--- config.mk ---
export PLATFORM = sky130hd
export DESIGN_NAME = block_fifo
export DESIGN_NICKNAME = d
export VERILOG_FILES = /design/src/rtl/block_fifo_pkg.sv /design/src/rtl/block_fifo_mem.sv /design/src/rtl/block_fifo.sv
export SDC_FILE = /design/constraint.sdc
export NUM_CORES = 1
export LEC_CHECK = 0
export ABC_AREA = 1
export ABC_CLOCK_PERIOD_IN_PS = 4900
export BUFFER_PORTS_ARGS = -buffer_cell sky130_fd_sc_hd__buf_2
export CAP_MARGIN = 20
export CELL_PAD_IN_SITES_DETAIL_PLACEMENT = 2
export CELL_PAD_IN_SITES_GLOBAL_PLACEMENT = 2
export CORE_MARGIN = 2
export CORE_UTILIZATION = 41
export CTS_CLUSTER_SIZE = 30
export DETAILED_ROUTE_END_ITERATION = 10
export PLACE_DENSITY = 0.81
export SLEW_MARGIN = 15
export SYNTH_ARGS = -nofsm -noshare
export SYNTH_HDL_FRONTEND = slang
export SYNTH_HIERARCHICAL = 1
export SYNTH_SLANG_ARGS = --single-unit
--- constraint.sdc ---
create_clock -name clock -period 4.9 [get_ports clock]
set_input_delay 0.735 -clock clock [delete_from_list [all_inputs] [get_ports clock]]
set_output_delay 0.735 -clock clock [all_outputs]
set_load 0.01 [all_outputs]
--- src/rtl/block_fifo_pkg.sv ---
// Shared defaults and width helper for the block FIFO.
// The optional sticky error flags are enabled by defining BLOCK_FIFO_ERR_FLAGS_EN.
package block_fifo_pkg;

  localparam int DATA_W_DEF = 32;
  localparam int DEPTH_DEF  = 16;

  // Occupancy needs one extra bit so that a completely full FIFO (count == DEPTH) is representable.
  function automatic int cnt_w(input int depth);
    return $clog2(depth) + 1;
  endfunction

endpackage

--- src/rtl/block_fifo_mem.sv ---
// Storage array for block_fifo: one synchronous write port, one asynchronous read port.
// Contents are deliberately not reset.
module block_fifo_mem #(
  parameter int DATA_W = 32,
  parameter int DEPTH  = 16,
  localparam int AW    = $clog2(DEPTH)
) (
  input  logic              clock,
  input  logic              we,
  input  logic [AW-1:0]     waddr,
  input  logic [DATA_W-1:0] wdata,
  input  logic [AW-1:0]     raddr,
  output logic [DATA_W-1:0] rdata
);

  logic [DATA_W-1:0] mem_q [DEPTH];

  always_ff @(posedge clock) begin
    if (we) mem_q[waddr] <= wdata;
  end

  assign rdata = mem_q[raddr];

endmodule

--- src/rtl/block_fifo.sv ---
// Show-ahead synchronous FIFO with burst-threshold wait indications.
// Define BLOCK_FIFO_ERR_FLAGS_EN to build the sticky overflow/underflow flag registers.
module block_fifo
  import block_fifo_pkg::*;
#(
  parameter int DATA_W = DATA_W_DEF,
  parameter int DEPTH  = DEPTH_DEF,
  localparam int CNT_W = cnt_w(DEPTH)
) (
  input  logic              clock,
  input  logic              reset,
  input  logic              clear,
  input  logic              push,
  input  logic              pop,
  input  logic [DATA_W-1:0] din,
  input  logic [CNT_W-1:0]  block_size,
  output logic [DATA_W-1:0] dout,
  output logic              full,
  output logic              empty,
  output logic [CNT_W-1:0]  count,
  output logic              wait_in,
  output logic              wait_out,
  output logic              overflow,
  output logic              underflow
);

  localparam int AW = $clog2(DEPTH);
  localparam logic [CNT_W-1:0] FULL_CNT = CNT_W'(DEPTH);
  localparam logic [CNT_W:0]   DEPTH_X  = (CNT_W+1)'(DEPTH);

  logic [AW-1:0]    wr_ptr;
  logic [AW-1:0]    rd_ptr;
  logic [CNT_W-1:0] count_q;
  logic [CNT_W:0]   free_words;
  logic             push_ok;
  logic             pop_ok;

  // Handshake: a push is taken on a rising edge when push=1 and full=0; a pop is taken when
  // pop=1 and empty=0. There is no back-pressure beyond full/empty, and clear overrides both.
  assign push_ok = push && !full  && !clear;
  assign pop_ok  = pop  && !empty && !clear;

  assign full  = (count_q == FULL_CNT);
  assign empty = (count_q == '0);
  assign count = count_q;

  // Free space is formed one bit wider so DEPTH - count never wraps before the compare.
  assign free_words = DEPTH_X - {1'b0, count_q};
  assign wait_in    = free_words < {1'b0, block_size};
  assign wait_out   = count_q < block_size;

  always_ff @(posedge clock or negedge reset) begin
    if (!reset) begin
      wr_ptr  <= '0;
      rd_ptr  <= '0;
      count_q <= '0;
    end else if (clear) begin
      wr_ptr  <= '0;
      rd_ptr  <= '0;
      count_q <= '0;
    end else begin
      if (push_ok) wr_ptr <= wr_ptr + AW'(1);
      if (pop_ok)  rd_ptr <= rd_ptr + AW'(1);
      case ({push_ok, pop_ok})
        2'b10:   count_q <= count_q + CNT_W'(1);
        2'b01:   count_q <= count_q - CNT_W'(1);
        default: count_q <= count_q;
      endcase
    end
  end

  block_fifo_mem #(
    .DATA_W (DATA_W),
    .DEPTH  (DEPTH)
  ) u_mem (
    .clock (clock),
    .we    (push_ok),
    .waddr (wr_ptr),
    .wdata (din),
    .raddr (rd_ptr),
    .rdata (dout)
  );

`ifdef BLOCK_FIFO_ERR_FLAGS_EN
  logic overflow_q;
  logic underflow_q;

  // Flags record any rejected request and hold until clear or reset.
  always_ff @(posedge clock or negedge reset) begin
    if (!reset) begin
      overflow_q  <= 1'b0;
      underflow_q <= 1'b0;
    end else if (clear) begin
      overflow_q  <= 1'b0;
      underflow_q <= 1'b0;
    end else begin
      if (push && full)  overflow_q  <= 1'b1;
      if (pop  && empty) underflow_q <= 1'b1;
    end
  end

  assign overflow  = overflow_q;
  assign underflow = underflow_q;
`else
  assign overflow  = 1'b0;
  assign underflow = 1'b0;
`endif

endmodule

# Word-level counts from Yosys, hierarchy flattened
# Memories as Yosys holds them, arrays and structs flattened.
# Index checks and enable logic that the tools add are counted.
# W data, S select, Z words.
[op_classes]
n_addsub = 5
order_cmp = 2
n_eq_ne = 3
muxes = 8
n_reduce_logical = 11
[op_table]
columns = ["operator", "n"]
rows = [
  ["$mux W4", 4],
  ["$pmux W5 S2", 1],
  ["$add A4 B1 Y4 const B", 2],
  ["$lt A6 B5 Y1", 1],
  ["$sub A5 B5 Y6 const A", 1],
  ["$add A5 B1 Y5 const B", 1],
  ["$eq A5 B5 Y1 const B", 1],
  ["$logic_not A5 Y1", 1],
  ["$lt A5 B5 Y1", 1],
  ["$mux W5", 1],
  ["$sub A5 B1 Y5 const B", 1],
  ["$logic_and A1 B1 Y1", 4],
  ["$reduce_bool A2 Y1", 2],
  ["$logic_not A1 Y1", 3],
  ["$reduce_bool A3 Y1", 1],
  ["$eq A2 B1 Y1 const B", 1],
  ["$eq A2 B2 Y1 const B", 1],
  ["$mux W1", 2],
]
[totals]
ff_bits = 13
mem_bits_rw = 512
inputBits = 42
out_inout_bits = 43
elab_cells = 33
n_memories = 1
[memory_table]
columns = ["name", "words", "width", "read_ports", "rd_ports_with_merged_regs", "write_ports", "line_no", "text"]
rows = [
  ["u_mem.mem_q", 16, 32, 1, 0, 1, "block_fifo_mem.sv:16", "logic [DATA_W-1:0] mem_q [DEPTH];"],
]

# Depth between registers and ports, before layout
[depth]
depth_word = 7
depth_mapped = 17
ltp_nobuf = 17

# Hierarchy
# The synthesis kept the hierarchy.
[by_module_without_submodules]
columns = ["module", "instances", "cells_each", "area_per_inst_um2", "seq_area_each_um2"]
rows = [
  ["block_fifo_mem", 1, 2088, 22089.9, 15374.7],
  ["block_fifo", 1, 141, 1109.8, 325.3],
]

# Worst setup path before layout
# Ideal clock, no wire load.
[synth_timing]
path_type = "register to register"
startpoint = "register count_q[0] (netlist: count[0])"
endpoint = "memory u_mem.mem_q[12][0] (enable)"
setup_ns = 0.421
arrival_ns = 3.161
required_time_ns = 4.479
setup_slack_ns = 1.318
path_stages_with_launch = 11
path_buffers = 0
synth_period_minus_slack_ns = 3.582
cell_sequence = "dfrtp_1 inv_1 ha_1 nand2_1 nor2_1 ha_1 inv_1 nand2_1 nor2_1 nand3_1 nor2_1"
[synth_between]
elab_chain_cells = 6
[synth_lines]
columns = ["element", "line_no", "text"]
rows = [
  ["from (decl)", "block_fifo.sv:33", "logic [CNT_W-1:0] count_q;"],
  ["from (signal assigned)", "block_fifo.sv:65", "2'b10: count_q <= count_q + CNT_W'(1);"],
  ["from (signal assigned)", "block_fifo.sv:66", "2'b01: count_q <= count_q - CNT_W'(1);"],
  ["from (signal assigned)", "block_fifo.sv:67", "default: count_q <= count_q;"],
  ["$eq A5 B5 Y1", "block_fifo.sv:43", "assign full = (count_q == FULL_CNT);"],
  ["net full", "block_fifo.sv:18", "output logic full,"],
  ["$logic_not A1 Y1", "block_fifo.sv:40", "assign push_ok = push && !full && !clear;"],
  ["$logic_and A1 B1 Y1 (2 in series)", "block_fifo.sv:40", ""],
  ["net push_ok", "block_fifo.sv:35", "logic push_ok;"],
  ["$mux W1", "block_fifo_mem.sv:19", "if (we) mem_q[waddr] <= wdata;"],
  ["$mux W1 (implied by the code)", "block_fifo_mem.sv:19", ""],
  ["to (decl)", "block_fifo_mem.sv:16", ""],
]
# The timed path passes the listed nets, and every way through them passes these cells.

# Worst setup path in the final report
[layout_timing]
startpoint = "register rd_ptr[0]"
endpoint = "output dout[4]"
[layout_between]
elab_chain_cells = 1
[layout_lines]
columns = ["element", "line_no", "text"]
rows = [
  ["from (decl)", "block_fifo.sv:32", "logic [AW-1:0] rd_ptr;"],
  ["from (signal assigned)", "block_fifo.sv:63", "if (pop_ok) rd_ptr <= rd_ptr + AW'(1);"],
  ["$mem_v2 Z16 W32", "--", ""],
  ["to (decl)", "block_fifo.sv:17", "output logic [DATA_W-1:0] dout,"],
]
# Every way passes these cells.

==> impl_metrics.json <==
{
  "outcome": "finished clean",
  "yosysSeqAreaShare_pct": 67.7,
  "cts.sinks": 525,
  "layout_common_cells": "nand2_1 (706), edfxtp_1 (512), inv_1 (409)",
  "path_common_cell": "nand3_1",
  "tns_ps": 0,
  "peakVddDrop_uv": 370,
  "final_area_sq_um": 26200,
  "synth_cell_type_count": 35,
  "die-width_um": 242,
  "synth_cells": 2229,
  "max_cap_violations": 0,
  "placed_cells": 2991,
  "finalWeightedCongestion": 0.730,
  "cts_buffers": 58,
  "cts_tree": "done",
  "slowest_stage": "dfrtp_4",
  "final_hold_viol_count": 0,
  "overflow": 0,
  "drt_wl_total_mm": 81.7,
  "power.density_nw_per_um2": 493,
  "worstPathArrival_ps": 3420,
  "die_h_um": 242,
  "synth-edff-count": 512,
  "setup_viol": 0,
  "min_path_type": "primary input to asynchronous set/reset pin",
  "htree_levels": 2,
  "slew_headroom_pct": 24.3,
  "antenna_left": 0,
  "ys_ff_latch": 525,
  "initial_utilization_pct": 41.3,
  "first_global_vias": 19200,
  "rows": 87,
  "post_dp_cell_area_sq_um": 24400,
  "period_needed_ps": 4160,
  "final_common_cell": "nand2_1",
  "cts-resized-gates": 0,
  "fillCellCount": 5836,
  "portBuffers": 82,
  "grt_pass1_wl_mm": 122,
  "firstDrtPassIters": 5,
  "detail_route.iter0.violations": 1308,
  "worstSetupEndpointType": "output port",
  "cts_root_buffer": "clkbuf_16",
  "avgSynthCellArea_sq_um": 10.4,
  "grt_use_total_pct": 27.9,
  "clkTransAtPathRegs_ps": 60,
  "syn_area_sq_um": 23200,
  "io_pins": 85,
  "power_leakage_nw": 11.1,
  "path_cells": "inv_8, buf_12, nand2_1, nand3_1, nand3_1, nand3_1, nand2_1, buf_2",
  "multi_input_area_sq_um": 5330,
  "clk_path_buf_depth": 3,
  "critPathRequiredTime_ps": 4160,
  "synthArstFlopShare_pct": 2.48,
  "routed_via_density": 5.43,
  "post-cts-setup-buffer-count": 0,
  "wl_per_cell_um": 26.4,
  "dieArea_sq_um": 58500,
  "worst_pin_slew_ps": 1130,
  "rsz0062_at_grt": "false",
  "drc_errors": 0,
  "ctsHoldBuffers": 0,
  "grt_max_degree": 167,
  "start_kind": "register",
  "yosysWarnings": 6,
  "setup_ws_ps": 744,
  "final_util_pct": 46.7,
  "vias": 16800,
  "slowest_delay_ps": 720,
  "maxSlewViolCount": 0,
  "path_class": "register to output port",
  "skew_ps": 14.6,
  "ys.flop_type": "edfxtp_1",
  "regArea_sq_um": 15700,
  "final_cells": 3093,
  "core_area_sq_um": 56200,
  "layout.nets": 2354,
  "period_share_pct": 84.8,
  "crit_buf_inv": 3,
  "crit_family": "buffers and inverters",
  "critical_path.max_fanout": 101,
  "syn_to_final_growth_pct": 13.1,
  "hpwlAfterDp_mm": 44.8,
  "post-place-ws_ps": 1150,
  "antenna_found_initial": 1,
  "layout-drive-gt1-share_pct": 9.38,
  "fmax_mhz": 241,
  "clock_latency_ps": 630
}
==> Yosys cell counts, types with 2 or more instances <==
library cell	count	share of area, %
inv_1	411	6.6
o31ai_1	2	0.065
nand3b_1	4	0.13
inv_2	4	0.065
o21ai_0	4	0.086
a21oi_1	9	0.19
buf_1	14	0.23
nor2_1	29	0.47
edfxtp_1	512	66
ha_1	16	0.86
clkbuf_1	14	0.23
o22ai_1	3	0.081
nand4_1	3	0.081
nand2_1	706	11
nand2_4	2	0.097
buf_2	41	0.88
nand3_1	389	8.4
buf_6	30	1.5
dfrtp_1	13	1.4
buf_4	8	0.26
==> cell families after synthesis <==
| logic type | after synthesis | synth area share [%] |
|---|---|---|
| buf+inv | 524 | 9.88 |
| other cells | 1 | 0.0162 |
| xor+xnor | 2 | 0.0755 |
| flops | 525 | 67.7 |
| compound gates | 21 | 0.512 |
| simple gates | 1139 | 20.9 |
| fa+ha+maj | 17 | 0.949 |
==> routing by layer <==
layer,wire (um),global-route usage [%]
met1,31900,33.7
met5,0,0
met2,42300,50.0
met4,3430,11.6
met3,4010,4.14
==> final cells by class <==
| cell class | count | area share, % |
|---|---|---|
| Tap cell | 756 | 3.61 |
| Multi-Input combinational cell | 1181 | 20.3 |
| Clock inverter | 29 | 1.14 |
| Antenna cell | 1 | 0.00954 |
| Inverter | 416 | 5.99 |
| Clock buffer | 72 | 5.81 |
| Sequential cell | 525 | 59.9 |
| Timing Repair Buffer | 113 | 3.22 |
==> through the flow <==
step,total power (W),hold WS (ps)
global route,0.0135,52.5
floorplan,0.00747,439
CTS,0.0130,29.3
global placement,0.00831,538
finish,0.0129,48.1
detailed placement,0.00855,566
==> path summary, 6_finish.rpt <==
kind                                                end  depth (start not counted)  slack, ps             startpoint
max                                             dout[4]                          8        740  rd_ptr[0]$_DFFE_PN0P_
min in group clock                rd_ptr[1]$_DFFE_PN0P_                          2        430                  clear
max in group asynchronous         rd_ptr[1]$_DFFE_PN0P_                          1       4520                  reset
min                               rd_ptr[0]$_DFFE_PN0P_                          1         50                  reset
max reg2reg                u_mem/mem_q[15][9]$_DFFE_PP_                         11       1010   count[0]$_DFFE_PN0P_
min reg2reg                        count[0]$_DFFE_PN0P_                          1        580   count[0]$_DFFE_PN0P_
==> where the power goes <==
group	internal (W)	switching, W	total [W]
clock	0.00250	0.00187	0.00437
combinational	0.000924	0.00242	0.00334
sequential	0.00507	0.000145	0.00521
total	0.00849	0.00443	0.0129
==> sequential cells by signal, summed over array words and instances, names as in the netlist <==
register,cells
count,5
wr_ptr,4
u_mem/mem_q,512
rd_ptr,4
Power figures use the tool's default switching activity.
